<file path="src/rtl/mips_pkg.sv">
// Shared definitions for the multi-cycle MIPS core: next-PC select encoding
// and primary opcodes decoded by the control FSM.
package mips_pkg;

  typedef enum logic [1:0] {
    PCSRC_PLUS4  = 2'b00,
    PCSRC_BRANCH = 2'b01,
    PCSRC_JUMP   = 2'b10,
    PCSRC_RSVD   = 2'b11
  } pcsrc_t;

  localparam logic [5:0] OP_RTYPE = 6'b000000;
  localparam logic [5:0] OP_J     = 6'b000010;
  localparam logic [5:0] OP_JAL   = 6'b000011;
  localparam logic [5:0] OP_BEQ   = 6'b000100;
  localparam logic [5:0] OP_BNE   = 6'b000101;
  localparam logic [5:0] OP_ADDI  = 6'b001000;
  localparam logic [5:0] OP_LW    = 6'b100011;
  localparam logic [5:0] OP_SW    = 6'b101011;

endpackage

</file>
<file path="src/rtl/pc_next_sel.sv">
// Combinational next-PC resolution: branch condition, PC write enable,
// target mux and detection of a write through the reserved select.
module pc_next_sel
  import mips_pkg::*;
(
  input  logic        pcWrite_i,
  input  logic        branchEq_i,
  input  logic        branchNotEq_i,
  input  logic        zero_i,
  input  pcsrc_t      pcSrc_i,
  input  logic [31:0] aluResult_i,
  input  logic [31:0] aluOut_i,
  input  logic [31:0] pc_i,
  input  logic [25:0] jumpIdx_i,
  output logic        taken_o,
  output logic        pcEn_o,
  output logic        pcLoad_o,
  output logic [31:0] nextPc_o,
  output logic        selErr_o
);

  always_comb begin
    taken_o  = (branchEq_i & zero_i) | (branchNotEq_i & ~zero_i);
    pcEn_o   = pcWrite_i | taken_o;
    nextPc_o = pc_i;
    case (pcSrc_i)
      PCSRC_PLUS4:  nextPc_o = aluResult_i;
      PCSRC_BRANCH: nextPc_o = aluOut_i;
      PCSRC_JUMP:   nextPc_o = {pc_i[31:28], jumpIdx_i, 2'b00};
      default:      nextPc_o = pc_i;
    endcase
    // The reserved select never loads the PC; it only flags the attempt.
    pcLoad_o = pcEn_o & (pcSrc_i != PCSRC_RSVD);
    selErr_o = pcEn_o & (pcSrc_i == PCSRC_RSVD);
  end

endmodule

</file>
<file path="src/rtl/pc_unit.sv">
// PC / instruction / ALU-result holding stage of the multi-cycle MIPS core,
// with sticky PC error flags and instruction / taken-branch counters.
module pc_unit
  import mips_pkg::*;
#(
  parameter logic [31:0] RESET_PC = 32'h0000_0000,
  parameter int          CNT_W    = 32
) (
  input  logic             clk,
  input  logic             reset,
  input  logic             PCWrite,
  input  logic             BranchEq,
  input  logic             BranchNotEq,
  input  logic [1:0]       PCsource,
  input  logic             InstrLatch,
  input  logic [31:0]      ALUResult,
  input  logic             Zero,
  input  logic [31:0]      MemRdata,
  input  logic             CntClear,
  output logic [31:0]      PC,
  output logic [31:0]      Instr,
  output logic [5:0]       opField,
  output logic [31:0]      ALUOut,
  output logic [31:0]      LinkPC,
  output logic [CNT_W-1:0] InstrCount,
  output logic [CNT_W-1:0] BranchTakenCount,
  output logic             AlignErr,
  output logic             SelErr
);

  logic [31:0]      pc_q, pc_d;
  logic [31:0]      instr_q, instr_d;
  logic [31:0]      aluOut_q;
  logic [CNT_W-1:0] instrCnt_q, instrCnt_d;
  logic [CNT_W-1:0] brCnt_q, brCnt_d;
  logic             alignErr_q, alignErr_d;
  logic             selErr_q, selErr_d;

  logic        taken;
  logic        pcEn;
  logic        pcLoad;
  logic [31:0] nextPc;
  logic        selIllegal;

  pc_next_sel u_next_sel (
    .pcWrite_i     (PCWrite),
    .branchEq_i    (BranchEq),
    .branchNotEq_i (BranchNotEq),
    .zero_i        (Zero),
    .pcSrc_i       (pcsrc_t'(PCsource)),
    .aluResult_i   (ALUResult),
    .aluOut_i      (aluOut_q),
    .pc_i          (pc_q),
    .jumpIdx_i     (instr_q[25:0]),
    .taken_o       (taken),
    .pcEn_o        (pcEn),
    .pcLoad_o      (pcLoad),
    .nextPc_o      (nextPc),
    .selErr_o      (selIllegal)
  );

  always_comb begin
    pc_d       = pcLoad ? nextPc : pc_q;
    alignErr_d = alignErr_q | (pcLoad & (nextPc[1:0] != 2'b00));
    selErr_d   = selErr_q | selIllegal;
    instr_d    = InstrLatch ? MemRdata : instr_q;
    // Clear wins over a same-cycle increment.
    instrCnt_d = instrCnt_q;
    if (CntClear)        instrCnt_d = '0;
    else if (InstrLatch) instrCnt_d = instrCnt_q + CNT_W'(1);
    brCnt_d = brCnt_q;
    if (CntClear)   brCnt_d = '0;
    else if (taken) brCnt_d = brCnt_q + CNT_W'(1);
  end

  always_ff @(posedge clk or posedge reset) begin
    if (reset) begin
      pc_q       <= RESET_PC;
      instr_q    <= '0;
      aluOut_q   <= '0;
      instrCnt_q <= '0;
      brCnt_q    <= '0;
      alignErr_q <= 1'b0;
      selErr_q   <= 1'b0;
    end else begin
      pc_q       <= pc_d;
      instr_q    <= instr_d;
      aluOut_q   <= ALUResult;
      instrCnt_q <= instrCnt_d;
      brCnt_q    <= brCnt_d;
      alignErr_q <= alignErr_d;
      selErr_q   <= selErr_d;
    end
  end

  // Decode-cycle bypass so the FSM sees the opcode as it is being latched.
  assign opField          = InstrLatch ? MemRdata[31:26] : instr_q[31:26];
  assign PC               = pc_q;
  assign LinkPC           = pc_q;
  assign Instr            = instr_q;
  assign ALUOut           = aluOut_q;
  assign InstrCount       = instrCnt_q;
  assign BranchTakenCount = brCnt_q;
  assign AlignErr         = alignErr_q;
  assign SelErr           = selErr_q;

  logic unusedPcEn;
  assign unusedPcEn = pcEn;

endmodule

</file>
<file path="config.mk">
export PLATFORM = sky130hd
export DESIGN_NAME = pc_unit
export DESIGN_NICKNAME = d
export VERILOG_FILES = /design/src/rtl/mips_pkg.sv /design/src/rtl/pc_next_sel.sv /design/src/rtl/pc_unit.sv
export SDC_FILE = /design/constraint.sdc
export NUM_CORES = 1
export LEC_CHECK = 0
export BUFFER_PORTS_ARGS = -buffer_cell sky130_fd_sc_hd__buf_2
export CORE_AREA = 5 5 124 149
export DETAILED_ROUTE_END_ITERATION = 12
export DIE_AREA = 0 0 129 154
export HOLD_SLACK_MARGIN = 0.02
export PLACE_DENSITY = 0.76
export SETUP_SLACK_MARGIN = 0.5
export SYNTH_ARGS = -nofsm -noshare
export SYNTH_HDL_FRONTEND = slang
export SYNTH_HIERARCHICAL = 1
export SYNTH_SLANG_ARGS = --single-unit
export TNS_END_PERCENT = 20
</file>
<file path="constraint.sdc">
create_clock -name clk -period 9.3 [get_ports clk]
set_input_delay 1.86 -clock clk [delete_from_list [all_inputs] [get_ports clk]]
set_output_delay 1.86 -clock clk [all_outputs]
set_load 0.05 [all_outputs]
</file>
# Word-level counts from Yosys, hierarchy flattened
# Cells that the tools add are included.
# totals
regBits	162
input_bits	74
out_inout_bits	200
wordCells	40
# op_classes
add_sub_neg	2
n_eq_ne	4
n_mux	6
bitwise_logic	11
reduce_logical	8
# ops
op	count
$mux W32	4
$pmux W32 S3	1
$add A32 B1 Y32 const B	2
$reduce_bool A2 Y1	4
$mux W6	1
$and A1 B1 Y1	5
$eq A2 B2 Y1 const B	2
$or A1 B1 Y1	4
$reduce_and A3 Y1	1
$reduce_bool A3 Y1	1
$eq A2 B1 Y1 const B	1
$logic_not A2 Y1	1
$ne A2 B2 Y1 const B	1
$not A1 Y1	2
$reduce_and A2 Y1	1

# Depth between registers and ports, before layout
# Gate-level depths: netlist of run 1.
# logic_depth
depth_word	7
depth_mapped	8
depth_no_buf	7

# By module
# Netlist of run 1, hierarchy kept.
# by_module_without_submodules
module	n_inst	cells_per_inst	area_each_um2	seq_area_each_um2
pc_unit	1	525	6573.8	4053.9
pc_next_sel	1	58	839.6	0.0

# Worst setup path before layout of run 1
# OpenSTA, ideal clock, no wires.
# synth_timing
kind	in2out
startpoint	in InstrLatch
endpoint	out opField[0]
arrival_time_ns	3.004
t_required_ns	7.440
path_slack_ns	4.436
cell_stages	3
n_path_buf	2
path_cell_list	clkbuf_1 -> clkbuf_1 -> mux2_2
# synth_via
elab_chain_cells	1
# synth_lines
item	line_no	source
start: declaration	pc_unit.sv:15	input logic InstrLatch,
$mux W6	pc_unit.sv:97	assign opField = InstrLatch ? MemRdata[31:26] : instr_q[31:26];
end: declaration	pc_unit.sv:22	output logic [5:0] opField,
# No other way between the ends.

# Final worst setup path of run 1
# layout_timing
startpoint	in InstrLatch
endpoint	out opField[5]
# Same word-level chain as after synthesis.

==> impl_results.md, run 1 <==
* Status: finished, final reports clean
* Clk Latency, worst-skew pair at 0.41 ns
* Slowest-stage cell, CP: buf_4
* GRT Util Overall at 19.1%
* Crit path kind: input pin to output pin
* Hold Crit Class: flop to flop
* F_max at 0.205 GHz
* Synthesized area at 7410 um2
* Final nets at 898
* Peak supply drop at 0.000111 V
* Max Root-Sink Buffers at 2
* Syn-to-layout area delta at 25.7%
* # hold bufs at CTS at 0
* H-Tree Depth at 4
* Pwr Density at 223 nW/um2
* Critical path, cell by cell: buf_2 > buf_4 > mux2_2 > buf_2
* Tcrit/Tclk final at 52.5%
* Post-DP HPWL at 13800 um
* Filler cells at 1428
* IO Count at 274
* Initial DRC count at 254
* CTS tree: built
* Vias in the first global route at 5602
* Fraction of layout cells with a size suffix above 1 at 48.9%
* Initial core utilization at 44.1%
* Most frequent CP cell: buf_2
* GRT overflow at 0
* Die width at 129 um
* Max-Slew Margin vs Limit at 40.6%
* Avg Inst Size Synth at 12.7 um2
* Clk pin slew, worst setup/hold paths at 0.06 ns
* DRT Pass-1 Iters at 4
* Worst Path Required at 7.44 ns
* Setup TNS at 0 ns
* Wirelength, routed at 19100 um
* Die footprint at 19900 um2
* Total CTS buffers at 17
* Leak pwr at 4.48 nW
* Vias at 5453
* CP Capture Type: output pin
* Slew Limit Fails at 0
* CP Max Fanout at 38
* RSZ-0062 raised after global routing: false
* Die Y at 154 um
* Final Util at 55.5%
* Synth warn at 6
* Remaining DRCs at 0
* Tot Pwr at 0.00208 W
* First-pass GRT wire length at 30400 um
* Critical Path Source Type: input pin
* Post-synth net total at 658
* Clk sinks at 162
* Post-synthesis cell count at 582
* Pin count of the biggest net entering global routing at 93
* Maxcap violations at 0
* Final-report hold violation count at 0
* Setup Skew at 0.0115 ns
* Wirelength per Cell at 18.2 um
* Root Buffer: clkbuf_16
* Worst path max stage delay at 0.43 ns
* Minimum clock period at 4.89 ns
* Setup violators final at 0
* Worst slew pin tran at 0.892 ns
* Number of vias per cell at 5.18
* Post-CTS Resized at 0
* Core area at 16800 um2
* RePlAce Congestion at 0.785
* I/O Buffers at 273
* Post-route ant nets at 0
* Worst EP arrival at 3.03 ns
* FP Rows at 52
* Initial antenna violation count at 1
* Post-CTS setup buffer count at 0
==> worst max-delay path, delay by kind of cell <==
family | cells | cell delay (ns)
buffers and inverters | 3 | 0.72
multiplexers | 1 | 0.41
==> per-stage QoR <==
step | std cells | hold WS [ns] | worst slack, ns | instance area (um2)
finish | 1052 | 0.462 | 4.41 | 9310
global placement | 1019 | 0.449 | 4.40 | 8720
floorplan | 582 | 0.793 | 3.06 | 7410
global route | 1052 | 0.485 | 4.35 | 9310
detailed placement | 1019 | 0.447 | 4.38 | 8720
CTS | 1051 | 0.466 | 4.38 | 9310
==> layer usage <==
layer / share of wire, % / track usage (%) / vias to the layer above
met1: 41 / 23.9 / 2729
met3: 6.9 / 4.72 / 19
met5: 0 / 0 / -
met4: 1.5 / 5.35 / 0
met2: 51 / 33.0 / 189
li1: - / - / 2516
==> placed cells by master (no fill, tap or decap), drive strengths merged <==
cell        n
a21boi      1
a21oi      11
a22o        2
and2        1
and3       12
and4        5
buf       279
bufinv      2
clkbuf     19
clkinv      4
clkinvlp    3
dfrtp     162
diode       1
ha          2
inv        10
mux2       66
mux2i       7
mux4       26
nand2      25
nand2b      1
nand3      22
nand4      21
nand4b      1
nor2       61
nor2b       1
nor3        3
nor4        6
nor4b       2
o21ai      15
or2         1
or3        11
or4         1
xnor2      17
xor2       35
==> power by group <==
group | switching, W | internal, W | total, W
Clock | 0.000296 | 0.000407 | 0.000703
Combinational | 0.000425 | 0.000142 | 0.000567
Sequential | 0.0000491 | 0.000759 | 0.000808
Total | 0.000769 | 0.00131 | 0.00208
==> path summary, 6_finish.rpt <==
check	end	from	depth (start not counted)	slack, ns
max in group asynchronous	LinkPC[12]	reset	3	6.23
worst max register to register	BranchTakenCount[28]	BranchTakenCount[0]	6	7.05
worst max-delay path	opField[5]	InstrLatch	4	4.41
worst min register to register	SelErr	SelErr	1	0.46
min in group asynchronous	BranchTakenCount[11]	reset	2	1.63
worst min-delay path	SelErr	SelErr	1	0.46
==> registers in the layout (all words and copies together) (netlist names) <==
register          count
ALUOut               32
AlignErr              1
BranchTakenCount     32
Instr                32
InstrCount           32
LinkPC               32
SelErr                1
==> cell type report <==
class / instances / area, um2 / area share (%)
Clock inverter: 13 / 149 / 1.60
Inverter: 6 / 27.5 / 0.296
Timing Repair Buffer: 279 / 1410 / 15.2
Clock buffer: 19 / 443 / 4.76
Sequential cell: 162 / 4050 / 43.5
Antenna cell: 1 / 2.50 / 0.0269
Tap cell: 216 / 270 / 2.90
Multi-Input combinational cell: 356 / 2950 / 31.7
Note: power is estimated with default switching activity, not from simulation.
==> inputs of run 2 (changes only) <==
- PLACE_DENSITY: 0.76 -> 0.79
- clock period: 9.3 -> 4 ns (I/O delays scaled with it)
==> run 2 against run 1 <==
Non-clock buffer count up 3. Clock power increased by 120%. Core utilization hardly changed. Global-route usage increased by 0.087 points. Via count is 0.64% higher. Sequential power rose by 130%. Die area stayed put. Critical path depth fell by 1. Combinational power is 130% higher. Sequential share of layout area hardly changed. Register-to-register slack lost 5.3 ns. Clock-buffer cell count unchanged.
==> impl_results.md, run 2 (same netlist as run 1, synthesis figures left out) <==
* Status: finished, final reports clean
* FP Rows at 52
* Crit path kind: input pin to output pin
* Post-DP HPWL at 13900 um
* Critical Path Source Type: input pin
* Initial DRC count at 319
* GRT overflow at 0
* Tot Pwr at 0.00477 W
* H-Tree Depth at 4
* Depth of the worst register-to-register path at 6
* Worst Hold Launch: AlignErr
* Remaining DRCs at 0
* Setup WS pre-CTS at 0.996 ns
* F_max at 0.373 GHz
* Initial core utilization at 44.1%
* FF-to-FF Start: BranchTakenCount[0]
* Setup Skew at 0.0110 ns
* Non-Filler Instances at 1054
* Wirelength per Cell at 17.8 um
* I/O Buffers at 273
* Setup TNS at 0 ns
* Most common cell after layout, fill and taps aside: buf_2
* IO Count at 274
* CP Max Fanout at 23
* Most frequent CP cell: buf_2
* R2R setup slack at 1.72 ns
* Post-CTS setup buffer count at 0
* Met1 Usage GRT at 24.3%
* Setup violators final at 0
* Critical path, cell by cell: buf_2 > mux2_2 > buf_2
* First-pass GRT wire length at 30200 um
* Die footprint at 19900 um2
* Core area at 16800 um2
* Root Buffer: clkbuf_16
* Vias at 5488
* CTS tree: built
* Max Root-Sink Buffers at 2
* Syn-to-layout area delta at 25.8%
* Maxcap violations at 0
* Final nets at 901
* Met2 usage at 31.9%
* Number of vias per cell at 5.21
* Leak pwr at 4.48 nW
* Minimum clock period at 2.68 ns
* Slew Limit Fails at 0
* RSZ-0062 raised after global routing: false
* Worst slew pin tran at 1.15 ns
* Met3 Use GR at 5.34%
* Post-CTS Resized at 0
* Commonest cells after routing, fill and taps aside: buf_2 (273), dfrtp_1 (162), mux2_2 (66)
* RePlAce Congestion at 0.779
* Hold Crit Class: flop to flop
* Initial antenna violation count at 1
* Final-report hold violation count at 0
* Die Y at 154 um
* Wirelength, routed at 18800 um
* Die width at 129 um
* Ant diodes at 0
* Filler cells at 1426
* Clk sinks at 162
* Worst path max stage delay at 0.43 ns
* Vias in the first global route at 5674
* Busiest grt layer: met2
* Pin count of the biggest net entering global routing at 80
* Max-Slew Margin vs Limit at 23.2%
* Clk pin slew, worst setup/hold paths at 0.06 ns
* Fraction of layout cells with a size suffix above 1 at 49.0%
* Tcrit/Tclk final at 67.0%
* DP Cell Count at 1022
* Slowest-stage cell, CP: buf_2
* Post-route ant nets at 0
* GRT Util Overall at 19.2%
* Clk Latency, worst-skew pair at 0.42 ns
* CP Capture Type: output pin
* Worst EP arrival at 1.88 ns
* Pwr Density at 512 nW/um2
* Peak supply drop at 0.000251 V
* Worst Path Required at 3.20 ns
* Crit path from: InstrLatch
* DRT Pass-1 Iters at 4
* Final worst slack at 1.32 ns
* Total CTS buffers at 17
* # hold bufs at CTS at 0
* Min-Delay Path Depth at 1
* Worst Hold Endpoint: AlignErr
* Reg-to-Reg End: BranchTakenCount[28]
run 2: power breakdown:
group          leakage, nW  internal [W]  total [W]  switching (W)
Clock                0.263      0.000882    0.00157       0.000691
Combinational         2.18      0.000334    0.00132       0.000982
Sequential            2.04       0.00177    0.00188       0.000112
Total                 4.48       0.00298    0.00477        0.00179
run 2: cell type report:
cell class	instances	area, um2	share of cell area, %
repair buffers	282	1450	15.5
flip-flops and latches	162	4050	43.5
well taps	216	270	2.90
clock inverters	13	125	1.34
clock buffers	19	443	4.75
multi-input cells	356	2950	31.7
inverters	6	26.3	0.282
run 2: per-stage QoR:
step	util [%]	hold WS, ns	cell area, um2
4_1_cts	55.5	0.470	9320
3_3_place_gp	52.1	0.444	8750
5_1_grt	55.5	0.470	9320
6_report	55.5	0.471	9320
2_1_floorplan	-	0.793	7410
3_5_place_dp	52.1	0.457	8750
run 2: critical path: cells and delay by family:
family,cells,cell delay [ns]
buffers and inverters,2,0.64
muxes,1,0.42
run 2: worst max-delay path by stage:
| stage | depth (start not counted) | end | slack [ns] |
|---|---|---|---|
| after global routing | 8 | BranchTakenCount[28] | 1.27 |
| after floorplan | 1 | ALUOut[0] | 1.14 |
| after CTS | 3 | opField[4] | 1.33 |
| after detailed placement | 8 | BranchTakenCount[28] | 1.0 |
| after global placement | 8 | BranchTakenCount[28] | 1.04 |
| final | 3 | opField[2] | 1.32 |
run 2: layer usage:
metal	vias to the layer above	wire length, um
met3	31	1260
met2	205	9510
met5	-	13
met4	2	318
li1	2524	-
met1	2726	7700
